### config.mk
export PLATFORM = sky130hd
export DESIGN_NAME = ros2_sub_msg_reader
export DESIGN_NICKNAME = d
export VERILOG_FILES = /design/src/rtl/ros2_sub_msg_reader.sv
export SDC_FILE = /design/constraint.sdc
export NUM_CORES = 1
export LEC_CHECK = 0
export CORE_MARGIN = 2
export CORE_UTILIZATION = 35
export CTS_BUF_LIST = sky130_fd_sc_hd__clkbuf_8 sky130_fd_sc_hd__clkbuf_16
export DETAILED_ROUTE_END_ITERATION = 10
export GPL_TIMING_DRIVEN = 0
export HOLD_SLACK_MARGIN = 0.02
export PLACE_DENSITY = 0.51
export SETUP_SLACK_MARGIN = 0.05
export SLEW_MARGIN = 20
export SYNTH_ARGS = -nofsm -noshare
export SYNTH_HDL_FRONTEND = slang
export SYNTH_SLANG_ARGS = --single-unit
export TNS_END_PERCENT = 30
### constraint.sdc
create_clock -name clk -period 3.25 [get_ports clk]
set_input_delay 0.65 -clock clk [delete_from_list [all_inputs] [get_ports clk]]
set_output_delay 0.65 -clock clk [all_outputs]
set_load 0.02 [all_outputs]
### src/rtl/ros2_sub_msg_reader.sv
// rtl/ros2_sub_msg_reader.sv - subscriber message buffer with ownership handshake and byte-stream readout
module ros2_sub_msg_reader #(
    parameter int MAX_APP_DATA_LEN = 64,
    parameter int AWIDTH           = $clog2(MAX_APP_DATA_LEN)
) (
    input  logic              clk,
    input  logic              rst_n,
    input  logic [AWIDTH-1:0] sub_app_data_addr,
    input  logic              sub_app_data_ce,
    input  logic              sub_app_data_we,
    input  logic [7:0]        sub_app_data_wdata,
    input  logic [7:0]        sub_app_data_len,
    input  logic [15:0]       sub_app_data_rep_id,
    input  logic              sub_app_data_recv,
    input  logic              sub_app_data_grant,
    output logic              sub_app_data_req,
    output logic              sub_app_data_rel,
    output logic [7:0]        m_tdata,
    output logic              m_tvalid,
    input  logic              m_tready,
    output logic              m_tlast,
    output logic [7:0]        m_len,
    output logic [15:0]       m_rep_id,
    output logic              busy,
    output logic [15:0]       overrun_cnt
);

    typedef enum logic [1:0] {
        S_IDLE,
        S_REQ,
        S_READ,
        S_REL
    } state_t;

    localparam logic [7:0] LP_MAX_LEN = 8'(MAX_APP_DATA_LEN);

    state_t      r_state;
    state_t      w_next;
    logic [7:0]  r_mem [MAX_APP_DATA_LEN];
    logic        r_pending;
    logic [15:0] r_overrun_cnt;
    logic [7:0]  r_idx;
    logic [7:0]  r_tdata;
    logic        r_tvalid;
    logic        r_tlast;
    logic [7:0]  r_len;
    logic [15:0] r_rep_id;
    logic [7:0]  w_clamp_len;
    logic        w_hs;

    assign w_clamp_len = (sub_app_data_len > LP_MAX_LEN) ? LP_MAX_LEN : sub_app_data_len;
    assign w_hs        = r_tvalid & m_tready;

    assign sub_app_data_req = (r_state == S_REQ);
    assign sub_app_data_rel = (r_state == S_REL);
    assign busy             = (r_state != S_IDLE);
    assign m_tdata          = r_tdata;
    assign m_tvalid         = r_tvalid;
    assign m_tlast          = r_tlast;
    assign m_len            = r_len;
    assign m_rep_id         = r_rep_id;
    assign overrun_cnt      = r_overrun_cnt;

    // The core owns write timing; writes land regardless of ownership state.
    always_ff @(posedge clk) begin
        if (sub_app_data_ce && sub_app_data_we) begin
            r_mem[sub_app_data_addr] <= sub_app_data_wdata;
        end
    end

    always_ff @(posedge clk or negedge rst_n) begin
        if (!rst_n) begin
            r_state <= S_IDLE;
        end else begin
            r_state <= w_next;
        end
    end

    always_comb begin
        w_next = r_state;
        case (r_state)
            S_IDLE: begin
                if (sub_app_data_recv || r_pending) begin
                    w_next = S_REQ;
                end
            end
            S_REQ: begin
                if (sub_app_data_grant) begin
                    w_next = (w_clamp_len == 8'd0) ? S_REL : S_READ;
                end
            end
            S_READ: begin
                if (w_hs && r_tlast) begin
                    w_next = S_REL;
                end
            end
            S_REL: begin
                w_next = S_IDLE;
            end
            default: begin
                w_next = S_IDLE;
            end
        endcase
    end

    // Only one notification can wait behind the active transfer; further ones are counted as lost.
    always_ff @(posedge clk or negedge rst_n) begin
        if (!rst_n) begin
            r_pending     <= 1'b0;
            r_overrun_cnt <= 16'd0;
        end else if (r_state == S_IDLE) begin
            r_pending <= 1'b0;
        end else if (sub_app_data_recv) begin
            if (!r_pending) begin
                r_pending <= 1'b1;
            end else if (r_overrun_cnt != 16'hFFFF) begin
                r_overrun_cnt <= r_overrun_cnt + 16'd1;
            end
        end
    end

    always_ff @(posedge clk or negedge rst_n) begin
        if (!rst_n) begin
            r_idx    <= 8'd0;
            r_tdata  <= 8'd0;
            r_tvalid <= 1'b0;
            r_tlast  <= 1'b0;
            r_len    <= 8'd0;
            r_rep_id <= 16'd0;
        end else begin
            case (r_state)
                S_REQ: begin
                    if (sub_app_data_grant) begin
                        r_len    <= w_clamp_len;
                        r_rep_id <= sub_app_data_rep_id;
                        if (w_clamp_len != 8'd0) begin
                            r_tdata  <= r_mem[0];
                            r_tvalid <= 1'b1;
                            r_tlast  <= (w_clamp_len == 8'd1);
                            r_idx    <= 8'd1;
                        end
                    end
                end
                S_READ: begin
                    if (w_hs) begin
                        if (!r_tlast) begin
                            r_tdata <= r_mem[r_idx[AWIDTH-1:0]];
                            r_tlast <= (r_idx == r_len - 8'd1);
                            r_idx   <= r_idx + 8'd1;
                        end else begin
                            r_tvalid <= 1'b0;
                            r_tlast  <= 1'b0;
                        end
                    end
                end
                default: begin
                end
            endcase
        end
    end

endmodule

# Word-level counts from Yosys, hierarchy flattened
# Memories as Yosys holds them, arrays and structs flattened.
# Index checks and enable logic that the tools add are counted.
# classes
n_bitwise	2
n_addsub	3
reduce_logical	15
n_eq_ne	13
n_lt_le_gt_ge	1
mux	30
# ops
operator	count
two-way mux 8 bit	9
one-hot mux 8 bit (2 select lines)	2
adder 16 x 1 -> 16 bit (second input constant)	1
inequality test 16 bit (second input constant)	1
two-way mux 1 bit	13
inequality test 2 bit (second input constant)	6
AND reduction 5 bit	2
adder 8 x 1 -> 8 bit (second input constant)	1
== test 8 x 1 -> 1 bit (second input constant)	1
== test 8 bit	1
greater-than comparator 8 x 7 -> 1 bit (second input constant)	1
zero test 8 bit	1
one-hot mux 2 bit (4 select lines)	1
AND reduction 4 bit	2
nonzero test 8 bit	1
subtractor 8 x 1 -> 8 bit (second input constant)	1
two-way mux 2 bit	3
nonzero test 2 bit	3
== test 2 bit (second input constant)	2
one-hot mux 1 bit (2 select lines)	2
AND reduction 3 bit	1
== test 2 x 1 -> 1 bit (second input constant)	1
logical AND 1 bit	2
zero test 2 bit	1
other kinds (5)	5
# word_totals
ff_bits	61
output_inout_bits	53
mem_count	1
word_cells	74
ramBits	512
# memory_table
memory	words	width	rd	rd_clocked_by_memory_dff	wr	line_no	rtl
r_mem	64	8	2	0	1	39	logic [7:0] r_mem [MAX_APP_DATA_LEN];

# Logic depth before layout (Yosys ltp)
# Gate-level depths: netlist of run 1.
# depth
depth_word	6
ltp_mapped	11

# Worst setup path after synthesis of run 1
# Ideal clock, no wire load.
# synth_path
kind	input-to-reg
from	in sub_app_data_addr[2]
to	mem r_mem[57][0] (enable)
t_arrival_ns	2.013
cell_stages	5
required_ns	2.880
setup_slack_ns	0.866
path_cell_list	clkbuf_1 or3b_2 or2_1 clkbuf_1 nor2_1
# synth_lines
element	line_no	rtl
start: declaration	8	input logic [AWIDTH-1:0] sub_app_data_addr,
end: declaration	39	
# Straight into the memory's write port.

# Worst setup path after layout of run 1
# layout_path
from	reg r_idx[3]
to	reg r_tdata[7], in the netlist m_tdata[7]
# layout_via
elab_chain_len	4
# layout_rtl
element	line_no	rtl
start: declaration	42	logic [7:0] r_idx;
start signal: assignment	149	r_idx <= r_idx + 8'd1;
memory (64 x 8 bit)	--	
two-way mux 8 bit	146	if (!r_tlast) begin
two-way mux 8 bit	145	if (w_hs) begin
one-hot mux 8 bit (2 select lines)	131	case (r_state)
end signal: assignment	137	r_tdata <= r_mem[0];
end signal: assignment	147	r_tdata <= r_mem[r_idx[AWIDTH-1:0]];
end: declaration	43	logic [7:0] r_tdata;
# No other way between the ends. The select of a mux whose other input is x is not followed.
# A chain may end at the register's enable or synchronous reset.

==> flow_metrics.py, run 1 <==
metrics = {
    "critical_path": {
        "reg2reg_depth": 7,
        "startpoint": "r_idx[3]$_DFFE_PN0P_",
        "path_max_fanout": 10,
        "worstPathArrival_ps": 3610,
        "path_class": "register to register",
        "crit_required_ps": 3760,
        "cp-end-kind": "register",
        "crit_end": "m_tdata[7]$_DFFE_PN0P_",
        "start_kind": "register",
        "timing.rr.start": "r_idx[3]$_DFFE_PN0P_",
        "r2r_slack_ps": 140,
        "r2r-end": "m_tdata[7]$_DFFE_PN0P_",
    },
    "timing": {
        "worst_pin_slew_ps": 1130,
        "setup_violations": 0,
        "hold_violations": 0,
        "setup-tns-final_ps": 0,
        "max_freq_mhz": 322,
        "final_max_slew_viol_count": 0,
        "grt_setup_unrepaired": "true",
        "slew_headroom": 0.242,
        "fin_skew_ps": 26.0,
        "period_minus_slack_ps": 3110,
        "fin_crit_sh": 0.956,
    },
    "placed_design": {
        "dp.final_hpwl_um": 40400,
        "placed_cell_area_sq_um": 25400,
        "gp_routability_congestion": 0.818,
        "place_inst": 2285,
        "port_buffers": 93,
    },
    "clocking": {
        "cts_sinks": 573,
        "cts_setup_buffers": 0,
        "cts_tree": "built",
        "clock_path_buffers": 3,
        "cts_buffers": 60,
        "cts_root_buf": "clkbuf_16",
        "insertion_delay_ps": 630,
        "cts_max_level": 2,
        "cts.clk_slew.worst_paths_ps": 70,
    },
    "yosys": {
        "synth_cell_types": 60,
        "synth_cells": 1323,
        "synth_ff_type": "edfxtp_1",
        "yosys_register_bits": 573,
        "syn-cell-area_sq_um": 23300,
        "synth_top_area_frac": 0.661,
        "synth_nets": 1375,
        "yosysWarnings": 0,
        "async_reset_ff_frac": 0.106,
        "yosysTopAreaCell": "edfxtp_1",
        "synth-edff-count": 512,
        "synth.avg_cell_area_sq_um": 17.6,
        "synth-seq-area-share": 0.726,
        "synth_area_leaders": "edfxtp_1 (66%), dfrtp_1 (6.6%), mux4_2 (5.0%)",
    },
    "power": {
        "p_switching_mw": 3.18,
        "comb_power_share": 0.030,
        "clkPwrFrac": 0.448,
        "p_sw_frac": 0.204,
        "intPower_mw": 12.4,
        "ir_worst_vdd_mv": 0.358,
        "power_mw": 15.6,
        "sequentialPowerShare": 0.522,
        "power.density_nw_per_um2": 569,
        "leakage_nw": 8.77,
    },
    "final_layout": {
        "fin_util": 0.417,
        "fillCellCount": 5841,
        "mostFrequentLayoutCell": "edfxtp_1",
        "fin_nets": 1536,
        "syn_to_final_growth_pct": 17.8,
        "drive_gt1_frac": 0.162,
        "stdcell_area_sq_um": 27400,
        "fin_cells": 2401,
        "mostFrequentLayoutCells": "edfxtp_1 (512), mux2i_1 (100), nor2_1 (94)",
    },
    "flow_run": {
        "drv_cap": 0,
    },
    "routing": {
        "drc_errors": 0,
        "vias": 12600,
        "drtIter0Drc": 1253,
        "dr.pass1.iters": 5,
        "wl_um": 61000,
        "antenna_left": 0,
        "viasPerCell": 5.25,
        "wl_per_cell_um": 25.4,
    },
    "floorplan": {
        "io-pin-count": 98,
        "core_area_sq_um": 65700,
        "die_x_um": 262,
        "core.rowCount": 94,
        "fp.dieH_um": 262,
        "start_util": 0.354,
        "dieArea_sq_um": 68600,
    },
    "grt": {
        "grt_usage": 0.179,
        "grt_max_degree": 65,
        "grt_pass1_vias": 12900,
        "grt_pass1_wl_um": 88200,
        "antenna_found_initial": 4,
        "grt_overflow": 0,
    },
    "hold_path": {
        "min_path_type": "input port to async pin",
    },
    "outcome": {
        "outcome": "finished, final reports clean",
    },
}
## synth_stat cells, types with 4 or more instances
cell      number
a211oi_1      10
a21oi_1       31
a221oi_1      15
a22o_1         6
a22oi_1       29
and2_1         4
buf_2         13
buf_4          7
buf_6         13
clkbuf_1      35
dfrtp_1       61
edfxtp_1     512
ha_1           7
inv_1         13
mux2_1        24
mux2_2        32
mux2i_1      100
mux4_1        15
mux4_2        52
nand2_1       42
nand2b_1       6
nand3_1       11
nand3b_1       9
nand4_1        4
nor2_1        94
nor2b_1       15
nor3_1        23
nor4_1         6
nor4b_2        7
o21ai_0       17
o21ai_1        4
o22ai_1       24
o31ai_1        7
or2_2          5
xnor2_1       25
xor2_1         5
## layer usage
metal / wire length [um] / GRT usage
met5: 34 / 0
met4: 1360 / 0.0488
met3: 3540 / 0.0313
met2: 28300 / 0.283
met1: 27700 / 0.256
## critical path, stage by stage (launching register included)
cell and delay [ps]:
dfrtp_1 510, buf_1 580, nand3_1 570, a221oi_1 590, o21ai_0 190, o21ai_1 200, nor4b_2 90, o31ai_1 240
## cell families after synthesis
group | count (synthesis) | synth area share
multiplexers | 223 | 0.137
flip-flops | 573 | 0.726
XOR/XNOR | 30 | 0.0113
adder cells (fa/ha/maj) | 7 | 0.00376
AO/OA/AOI/OAI | 160 | 0.0467
AND/OR/NAND/NOR | 242 | 0.0524
buffers and inverters | 88 | 0.0221
## registers in the layout (all words and copies together) (netlist names)
register and flops:
m_tvalid 1, r_idx 8, r_state 2, m_rep_id 16, r_mem 512, m_tdata 8
m_tlast 1, m_len 8, r_pending 1, overrun_cnt 16
## through the flow
stage / hold WS (ps) / setup slack (ps)
floorplan: 354 / 866
global placement: 461 / -608
detailed placement: 483 / -444
CTS: 480 / 58.5
global route: 496 / 43.5
finish: 500 / 143
## cell type report
cell class | count | area [sq um] | share of cell area
diodes | 2 | 5.00 | 0.000183
plain buffers | 74 | 475 | 0.0173
clock buffers | 62 | 1550 | 0.0566
clock inverters | 51 | 467 | 0.0170
inverters | 14 | 52.6 | 0.00192
multi-input cells | 662 | 5850 | 0.213
flip-flops and latches | 573 | 16900 | 0.617
well taps | 864 | 1080 | 0.0394
repair buffers | 99 | 1030 | 0.0375
## how the worst min path moves through the flow
stage	start	to	slack, ps
final	rst_n	overrun_cnt[14]$_DFFE_PN0P_	500
after global routing	sub_app_data_wdata[5]	r_mem[37][5]$_DFFE_PP_	500
after CTS	sub_app_data_wdata[5]	r_mem[38][5]$_DFFE_PP_	480
after detailed placement	m_tdata[7]$_DFFE_PN0P_	m_tdata[7]$_DFFE_PN0P_	480
after global placement	m_tdata[7]$_DFFE_PN0P_	m_tdata[7]$_DFFE_PN0P_	460
after floorplan	rst_n	m_len[0]$_DFFE_PN0P_	350
## power groups by stage
stage / sequential [mW] / clock [mW] / combinational (mW)
2_1_floorplan: 8.34 / 0 / 0.104
3_3_place_gp: 8.32 / 0 / 0.452
3_5_place_dp: 8.30 / 0 / 0.474
4_1_cts: 8.15 / 7.11 / 0.477
5_1_grt: 8.16 / 7.43 / 0.506
6_report: 8.15 / 6.98 / 0.467
## what timing repair did
item / CTS / global route
endpoints found under the hold margin: 26 / 0
resized for setup: 4 / 13
endpoints found under the setup margin: 8 / 8
hold buffers: 1 / 0
Power figures use the tool's default switching activity.
==> inputs of run 2 (changes only) <==
--- a/config.mk
+++ b/config.mk
@@ -6,12 +6,12 @@
 export NUM_CORES = 1
 export LEC_CHECK = 0
 export CORE_MARGIN = 2
-export CORE_UTILIZATION = 35
+export CORE_UTILIZATION = 60
 export CTS_BUF_LIST = sky130_fd_sc_hd__clkbuf_8 sky130_fd_sc_hd__clkbuf_16
 export DETAILED_ROUTE_END_ITERATION = 10
 export GPL_TIMING_DRIVEN = 0
 export HOLD_SLACK_MARGIN = 0.02
-export PLACE_DENSITY = 0.51
+export PLACE_DENSITY = 0.79
 export SETUP_SLACK_MARGIN = 0.05
 export SLEW_MARGIN = 20
 export SYNTH_ARGS = -nofsm -noshare
==> run 2 against run 1 <==
  * Maximum frequency shrank 1.8%
  * Largest power group unchanged
  * Cell area shrank 2.4%
  * Clock skew shrank 6.1 ps
  * Critical endpoint is now m_tdata[2]$_DFFE_PN0P_
  * Worst setup slack lost 59 ps
  * Highest routed layer is now met4
==> flow_metrics.py, run 2 (synthesis gave the netlist of run 1 again) <==
metrics = {
    "final_layout": {
        "largest_register": "r_mem",
        "fin_nets": 1532,
        "largest_reg_flops": 512,
        "stdcell_area_sq_um": 26700,
        "drive_gt1_frac": 0.159,
        "multi_input_area_sq_um": 5880,
        "fin_util": 0.695,
        "seqCellArea_sq_um": 16900,
        "mostFrequentLayoutCell": "edfxtp_1",
        "fin_cells": 2042,
        "fillCellCount": 2387,
        "diodes": 0,
        "mostFrequentLayoutCells": "edfxtp_1 (512), mux2i_1 (100), nor2_1 (94)",
        "syn_to_final_growth_pct": 15.0,
    },
    "hold_path": {
        "min_path_type": "input port to async pin",
    },
    "grt": {
        "grt_max_degree": 65,
        "grt_pass1_wl_um": 81000,
        "grt_pass1_vias": 13000,
        "grt_usage": 0.272,
        "antenna_found_initial": 0,
        "grt_overflow": 0,
    },
    "floorplan": {
        "io-pin-count": 98,
        "start_util": 0.605,
        "core_area_sq_um": 38500,
        "fp.dieH_um": 201,
        "die_x_um": 201,
        "dieArea_sq_um": 40400,
        "core.rowCount": 72,
    },
    "placed_design": {
        "dp.final_hpwl_um": 36400,
        "pre_cts_slack_ps": -272,
        "placed_cell_area_sq_um": 25000,
        "port_buffers": 93,
        "place_inst": 1941,
        "gp_routability_congestion": 0.894,
    },
    "clocking": {
        "cts.clk_slew.worst_paths_ps": 60,
        "cts_setup_buffers": 0,
        "cts_buffers": 54,
        "cts_root_buf": "clkbuf_16",
        "insertion_delay_ps": 590,
        "cts_max_level": 2,
        "cts_tree": "built",
        "clock_path_buffers": 3,
        "cts_sinks": 573,
    },
    "power": {
        "comb_power_share": 0.031,
        "leakage_nw": 8.65,
        "power.density_nw_per_um2": 553,
        "p_sw_frac": 0.204,
        "sequentialPowerShare": 0.551,
        "ir_worst_vdd_mv": 0.363,
        "intPower_mw": 11.8,
        "power_mw": 14.8,
        "clkPwrFrac": 0.417,
        "p_switching_mw": 3.01,
    },
    "timing": {
        "fin_crit_sh": 0.974,
        "hold_violations": 0,
        "grt_setup_unrepaired": "false",
        "worst_slack_ps": 84.5,
        "setup_violations": 0,
        "worst_pin_slew_ps": 944,
        "max_freq_mhz": 316,
        "fin_skew_ps": 19.9,
        "final_max_slew_viol_count": 0,
        "slew_headroom": 0.369,
        "period_minus_slack_ps": 3170,
    },
    "critical_path": {
        "critPathMaxStageDelay_ps": 620,
        "crit_end": "m_tdata[2]$_DFFE_PN0P_",
        "crit_family": "buffers and inverters",
        "startpoint": "r_idx[1]$_DFFE_PN0P_",
        "path_max_fanout": 10,
        "crit_chain": "buf_2 -> clkbuf_1 -> mux4_2 -> mux2_2 -> o22ai_1 -> nor3_1 -> nor4b_2 -> o31ai_1",
        "start_kind": "register",
        "reg2reg_depth": 8,
        "path_class": "register to register",
        "timing.rr.start": "r_idx[1]$_DFFE_PN0P_",
        "cp-end-kind": "register",
        "critPathBufInv": 2,
        "r2r-end": "m_tdata[2]$_DFFE_PN0P_",
        "r2r_slack_ps": 80,
        "worstPathArrival_ps": 3610,
        "cp_num_cells": 8,
        "cp_slowest_cell": "clkbuf_1",
        "crit_required_ps": 3690,
    },
    "routing": {
        "antenna_left": 0,
        "drc_errors": 0,
        "drtIter0Drc": 1512,
        "viasPerCell": 6.42,
        "wl_per_cell_um": 26.9,
        "wl_um": 55000,
        "dr.pass1.iters": 6,
        "vias": 13100,
    },
    "outcome": {
        "outcome": "finished, final reports clean",
    },
    "flow_run": {
        "drv_cap": 0,
    },
}
run 2: changes by cell type in the layout (fill, tap and decap cells not counted), sizes merged:
cell      delta
clkbuf       -6
buf          +2
clkinv       -6
clkinvlp     +3
bufinv       -4
diode        -2
run 2: worst min-delay path by stage:
| stage | from | depth (start not counted) | end | slack, ps |
|---|---|---|---|---|
| after floorplan | rst_n | 0 | m_len[0]$_DFFE_PN0P_ | 350 |
| after global placement | m_tdata[3]$_DFFE_PN0P_ | 2 | m_tdata[3]$_DFFE_PN0P_ | 460 |
| after detailed placement | rst_n | 1 | overrun_cnt[12]$_DFFE_PN0P_ | 480 |
| after CTS | rst_n | 2 | m_rep_id[13]$_DFFE_PN0P_ | 400 |
| after global routing | rst_n | 2 | m_rep_id[13]$_DFFE_PN0P_ | 430 |
| final | rst_n | 2 | m_rep_id[13]$_DFFE_PN0P_ | 440 |
run 2: per-layer routing:
| layer | part of all wire | global-route usage |
|---|---|---|
| met3 | 0.097 | 0.0588 |
| met2 | 0.47 | 0.430 |
| met1 | 0.40 | 0.381 |
| met4 | 0.032 | 0.0939 |
| met5 | 0 | 0 |
run 2: power by group through the flow:
stage	Combinational [mW]	Sequential (mW)	Clock, mW
4_1_cts	0.468	8.15	6.23
6_report	0.465	8.15	6.17
3_3_place_gp	0.426	8.32	0
5_1_grt	0.501	8.15	6.51
2_1_floorplan	0.104	8.34	0
3_5_place_dp	0.463	8.30	0
run 2: final cells by class:
class,count,area share
multi-input combinational,662,0.220
inverter,14,0.00196
clock inverter,44,0.0133
timing repair buffer,101,0.0393
tap,518,0.0242
clock buffer,56,0.0520
sequential,573,0.632
buffer,74,0.0176
run 2: timing repair:
action | 4_1_cts | 5_1_grt
resized for setup | 7 | 5
hold endpoints to repair | 6 | 0
hold buffers | 1 | 0
setup endpoints to repair | 7 | 4
run 2: metrics by stage:
step | hold WS [ps] | setup TNS (ps)
floorplan | 354 | 0
global placement | 462 | -46540
detailed placement | 478 | -9460
CTS | 404 | 0
global route | 432 | 0
finish | 442 | 0
